$ cat src/rtl/bus_rr_sched.sv
// Round-robin bus scheduler: pops one packet per grant from the source FIFOs and pushes it to one or all destinations.
// Optional statistics counters (pkt_cnt, drop_cnt) are enabled by defining BUS_RR_SCHED_STATS_EN.
module bus_rr_sched #(
   parameter int          drvrs     = 4,
   parameter int          pckg_sz   = 16,
   parameter logic [7:0]  broadcast = 8'hFF
) (
   input  logic                       clk,
   input  logic                       reset,
   input  logic [drvrs-1:0]           pndng,
   input  logic [drvrs*pckg_sz-1:0]   D_pop,
   output logic [drvrs-1:0]           pop,
   output logic [drvrs-1:0]           push,
   output logic [pckg_sz-1:0]         D_push,
   output logic [drvrs-1:0]           grant,
   output logic                       busy,
   output logic                       drop
`ifdef BUS_RR_SCHED_STATS_EN
   ,
   output logic [31:0]                pkt_cnt,
   output logic [15:0]                drop_cnt
`endif
);

   // state | meaning
   // IDLE  | no source pending, bus free
   // GRANT | source gnt_idx granted; pop it if still pending
   // PUSH  | drive popped packet to destination(s), re-arbitrate
   typedef enum logic [1:0] {IDLE, GRANT, PUSH} state_t;

   localparam int IW = (drvrs > 1) ? $clog2(drvrs) : 1;
   localparam logic [drvrs-1:0] ONE = {{(drvrs-1){1'b0}}, 1'b1};

   state_t              state;
   logic [IW-1:0]       last_grant;
   logic [IW-1:0]       gnt_idx;
   logic [IW-1:0]       arb_idx;
   logic                arb_found;
   int                  arb_j;
   logic [pckg_sz-1:0]  pkt_reg;
   logic [7:0]          id;

   assign id = pkt_reg[pckg_sz-1 -: 8];

   // Cyclic search starting just after the last served source; that source is checked last.
   always_comb begin
      arb_found = 1'b0;
      arb_idx   = last_grant;
      arb_j     = 0;
      for (int k = 1; k <= drvrs; k++) begin
         arb_j = int'(last_grant) + k;
         if (arb_j >= drvrs) arb_j = arb_j - drvrs;
         if (!arb_found && pndng[IW'(arb_j)]) begin
            arb_found = 1'b1;
            arb_idx   = IW'(arb_j);
         end
      end
   end

   always_ff @(posedge clk) begin
      if (reset) begin
         state      <= IDLE;
         last_grant <= IW'(drvrs - 1);
         gnt_idx    <= '0;
         pkt_reg    <= '0;
         pop        <= '0;
         push       <= '0;
         D_push     <= '0;
         grant      <= '0;
         busy       <= 1'b0;
         drop       <= 1'b0;
`ifdef BUS_RR_SCHED_STATS_EN
         pkt_cnt    <= '0;
         drop_cnt   <= '0;
`endif
      end else begin
         pop  <= '0;
         push <= '0;
         drop <= 1'b0;
         case (state)
            IDLE: begin
               if (arb_found) begin
                  state   <= GRANT;
                  gnt_idx <= arb_idx;
                  grant   <= ONE << arb_idx;
                  busy    <= 1'b1;
               end
            end
            GRANT: begin
               if (pndng[gnt_idx]) begin
                  pop        <= grant;
                  pkt_reg    <= D_pop[int'(gnt_idx)*pckg_sz +: pckg_sz];
                  last_grant <= gnt_idx;
                  state      <= PUSH;
               end else begin
                  state <= IDLE;
                  grant <= '0;
                  busy  <= 1'b0;
               end
            end
            PUSH: begin
               if (id == broadcast) begin
                  push   <= ~(ONE << gnt_idx);
                  D_push <= pkt_reg;
`ifdef BUS_RR_SCHED_STATS_EN
                  if (pkt_cnt != '1) pkt_cnt <= pkt_cnt + 32'd1;
`endif
               end else if (int'(id) < drvrs) begin
                  push   <= ONE << id;
                  D_push <= pkt_reg;
`ifdef BUS_RR_SCHED_STATS_EN
                  if (pkt_cnt != '1) pkt_cnt <= pkt_cnt + 32'd1;
`endif
               end else begin
                  drop <= 1'b1;
`ifdef BUS_RR_SCHED_STATS_EN
                  if (drop_cnt != '1) drop_cnt <= drop_cnt + 16'd1;
`endif
               end
               // The just-served source is searched last; GRANT rechecks it in case the pop emptied it.
               if (arb_found) begin
                  state   <= GRANT;
                  gnt_idx <= arb_idx;
                  grant   <= ONE << arb_idx;
               end else begin
                  state <= IDLE;
                  grant <= '0;
                  busy  <= 1'b0;
               end
            end
            default: begin
               state <= IDLE;
               grant <= '0;
               busy  <= 1'b0;
            end
         endcase
      end
   end

endmodule
$ cat config.mk
export PLATFORM = sky130hd
export DESIGN_NAME = bus_rr_sched
export DESIGN_NICKNAME = d
export VERILOG_FILES = /design/src/rtl/bus_rr_sched.sv
export SDC_FILE = /design/constraint.sdc
export NUM_CORES = 1
export LEC_CHECK = 0
export ABC_AREA = 1
export CORE_ASPECT_RATIO = 0.9
export CORE_MARGIN = 3
export CORE_UTILIZATION = 48
export DETAILED_ROUTE_END_ITERATION = 16
export PLACE_DENSITY_LB_ADDON = 0.1
export SLEW_MARGIN = 0
export SYNTH_ARGS = -nofsm -noshare
export SYNTH_HDL_FRONTEND = slang
export SYNTH_SLANG_ARGS = --single-unit
$ cat constraint.sdc
create_clock -name clk -period 2.6 [get_ports clk]
set_clock_uncertainty 0.15 [all_clocks]
set_input_delay 0.26 -clock clk [delete_from_list [all_inputs] [get_ports clk]]
set_output_delay 0.26 -clock clk [all_outputs]
set_load 0.01 [all_outputs]
==> flow_metrics.tcl <==
set metrics [dict create \
    cts-root-buf "clkbuf_8" \
    crit_family "buffers and inverters" \
    finalSetupTns_ns 0 \
    drt-pass1-iter-count 4 \
    slowest_delay_ns 0.37 \
    synth-edff-count 0 \
    synth_top_family_by_area "simple AND/OR/NAND/NOR gates" \
    yosysUniqueCellTypes 32 \
    maxCapViolations 0 \
    yosysSeqAreaShare_pct 39.2 \
    cts_setup_buffers 0 \
    fmax_mhz 442 \
    grt.overflow.total 0 \
    dp_hpwl_um 5470 \
    synth.area.mux_share_pct 0 \
    routed_wl_um 6990 \
    cts_tree "built" \
    synthesis.area_um2 2660 \
    cp-end-kind "register" \
    clock_path_buffers 2 \
    vias_per_cell 5.18 \
    gp_congestion 0.820 \
    antenna_cells 0 \
    startpoint_type "register" \
    cts_buffers 5 \
    fin_crit_ns 2.26 \
    arrival_ns 2.29 \
    via_count 2741 \
    synthTopCellsByArea "dfxtp_1 39%, nand2_1 12%, nor2_1 6.4%" \
    post-route-period-util_pct 87.0 \
    leakage_uw 0.00154 \
    synthArstFlopShare_pct 0 \
    cts_hold_buf 0 \
    synth_compound_area_share_pct 19.8 \
    setup_viol 0 \
    fp-row-count 25 \
    final_antenna_net_count 0 \
    ioPinCount 100 \
    finalHoldViolations 0 \
    grt_use_total_pct 21.8 \
    cts_num_sinks 52 \
    crit_fanout 33 \
    crit_required_ns 2.63 \
    power_density_nw_per_um2 909 \
    hold_path.class "register to register" \
    die_y_um 76.6 \
    max_slew_margin_pct 70.3 \
    drcViolationCount 0 \
    fin_nets 531 \
    yosysTopAreaCell "dfxtp_1" \
    start_util_pct 50.2 \
    port_buffers 99 \
    worst-path-stages 8 \
    rsz0062_at_grt "no" \
    worst_pin_slew_ns 0.444 \
    cts-htree-levels 2 \
    syn_nets 439 \
    whs_path_depth 2 \
    synth-xor-area-share_pct 0 \
    slowest_stage "dfxtp_1" \
    grt_max_degree 34 \
    coreArea_um2 5290 \
    post_cts_resized 0 \
    drive_gt1_share_pct 9.74 \
    synthCells 369 \
    reg2reg_depth 8 \
    avgSynthCellArea_um2 7.20 \
    grt_pass1_vias 2550 \
    die_area_um2 6460 \
    critical_path_class "register to register" \
    synth_simple_gate_area_share_pct 33.3 \
    yosysTopAreaCellShare_pct 39.2 \
    finalMaxSlewViolations 0 \
    worstSkewPairLatency_ns 0.31 \
    synthAdderAreaFrac_pct 0 \
    drt_iter0_markers 152 \
    crit_chain "inv_2, nor2_4, nand2_1, o2111ai_1, nand2_2, clkinv_2, o21ai_0, a21oi_1" \
    status "finished, final reports clean" \
    dominantRegCellSynth "dfxtp_1" \
    areaGrowthSynthToFinish_pct 41.8 \
    vdd_drop_max_mv 0.484 \
    yosys_warnings 0 \
    wire_per_inst_um 13.2 \
    die_x_um 84.4 \
    critPathBufInv 2 \
    hold_slack_ns 0.331 \
    antenna_found_initial 0 \
    grt_first_pass_wirelength_um 11500 \
    clk_pin_slew_ns 0.09 \
    ys_seq_elements 52 \
]
==> cell families after synthesis <==
group,Yosys count
flip-flops,52
AND/OR/NAND/NOR,186
buffers and inverters,46
AO/OA/AOI/OAI,85
==> synthesized netlist by cell type, types with 2 or more instances <==
library cell / instances
nand2_1: 88
dfxtp_1: 52
nor2_1: 45
nand3_1: 26
a21oi_1: 25
inv_1: 22
o21ai_1: 17
a221oi_1: 16
o21ai_0: 16
nand2_4: 11
buf_2: 7
nand2_2: 7
clkbuf_1: 6
inv_2: 5
a21oi_2: 4
buf_6: 2
clkinv_1: 2
nor2_4: 2
nor3_1: 2
o211ai_1: 2
==> layer usage <==
layer | GRT usage (%) | up-vias | wire, um
met5 | 0 | - | 0
met4 | 10.4 | 0 | 150
met3 | 4.11 | 10 | 502
met2 | 33.8 | 110 | 3060
met1 | 29.2 | 1204 | 3280
li1 | - | 1417 | -
==> worst reg2reg max path, stage by stage (launching register included) <==
cell and delay, ns:
dfxtp_1 0.37, inv_2 0.30, nor2_4 0.15, nand2_1 0.09, o2111ai_1 0.13, nand2_2 0.20
clkinv_2 0.37, o21ai_0 0.33, a21oi_1 0.06
==> power by group <==
group          total (uW)  internal (uW)  switching [uW]  leakage [uW]
registers            1120            972             149      0.000423
clock network         537            286             251     0.0000552
logic                1770            684            1080       0.00106
==> placed cells by master (no fill, tap or decap), drive strengths merged <==
cell type	count
a211oi	1
a21oi	29
a221oi	16
a22oi	1
buf	2
bufinv	1
clkbuf	6
clkdlybuf4s50	99
clkinv	4
dfxtp	52
inv	27
nand2	106
nand3	27
nand4	1
nor2	48
nor3	2
nor4	1
o2111ai	1
o211ai	2
o21a	1
o21ai	34
or2	1
==> path summary, 6_finish.rpt <==
path / startpoint / endpoint / slack [ns]
worst max-delay path: gnt_idx[1] / pkt_reg[9] / 0.34
worst min-delay path: grant[2] / pop[2] / 0.33
worst max register to register: gnt_idx[1] / pkt_reg[9] / 0.34
worst min register to register: grant[2] / pop[2] / 0.33
==> metrics by stage <==
stage | setup slack [ns] | std cells | utilization [%] | power (uW) | area [um2]
global placement | 0.450 | 521 | 69.2 | 2830 | 3660
floorplan | 0.973 | 369 | - | 2400 | 2660
finish | 0.338 | 529 | 71.3 | 3420 | 3770
detailed placement | 0.353 | 521 | 69.2 | 2880 | 3660
global route | 0.0921 | 529 | 71.3 | 3700 | 3770
CTS | 0.315 | 529 | 71.2 | 3420 | 3770
==> final cells by class <==
class,count,area (um2)
Multi-Input combinational cell,271,1410
Inverter,30,119
Clock buffer,6,72.6
Sequential cell,52,1040
Clock inverter,2,35.0
Fill cell,459,1520
Timing Repair Buffer,101,1010
Tap cell,67,83.8
(Power assumes the default switching activity.)
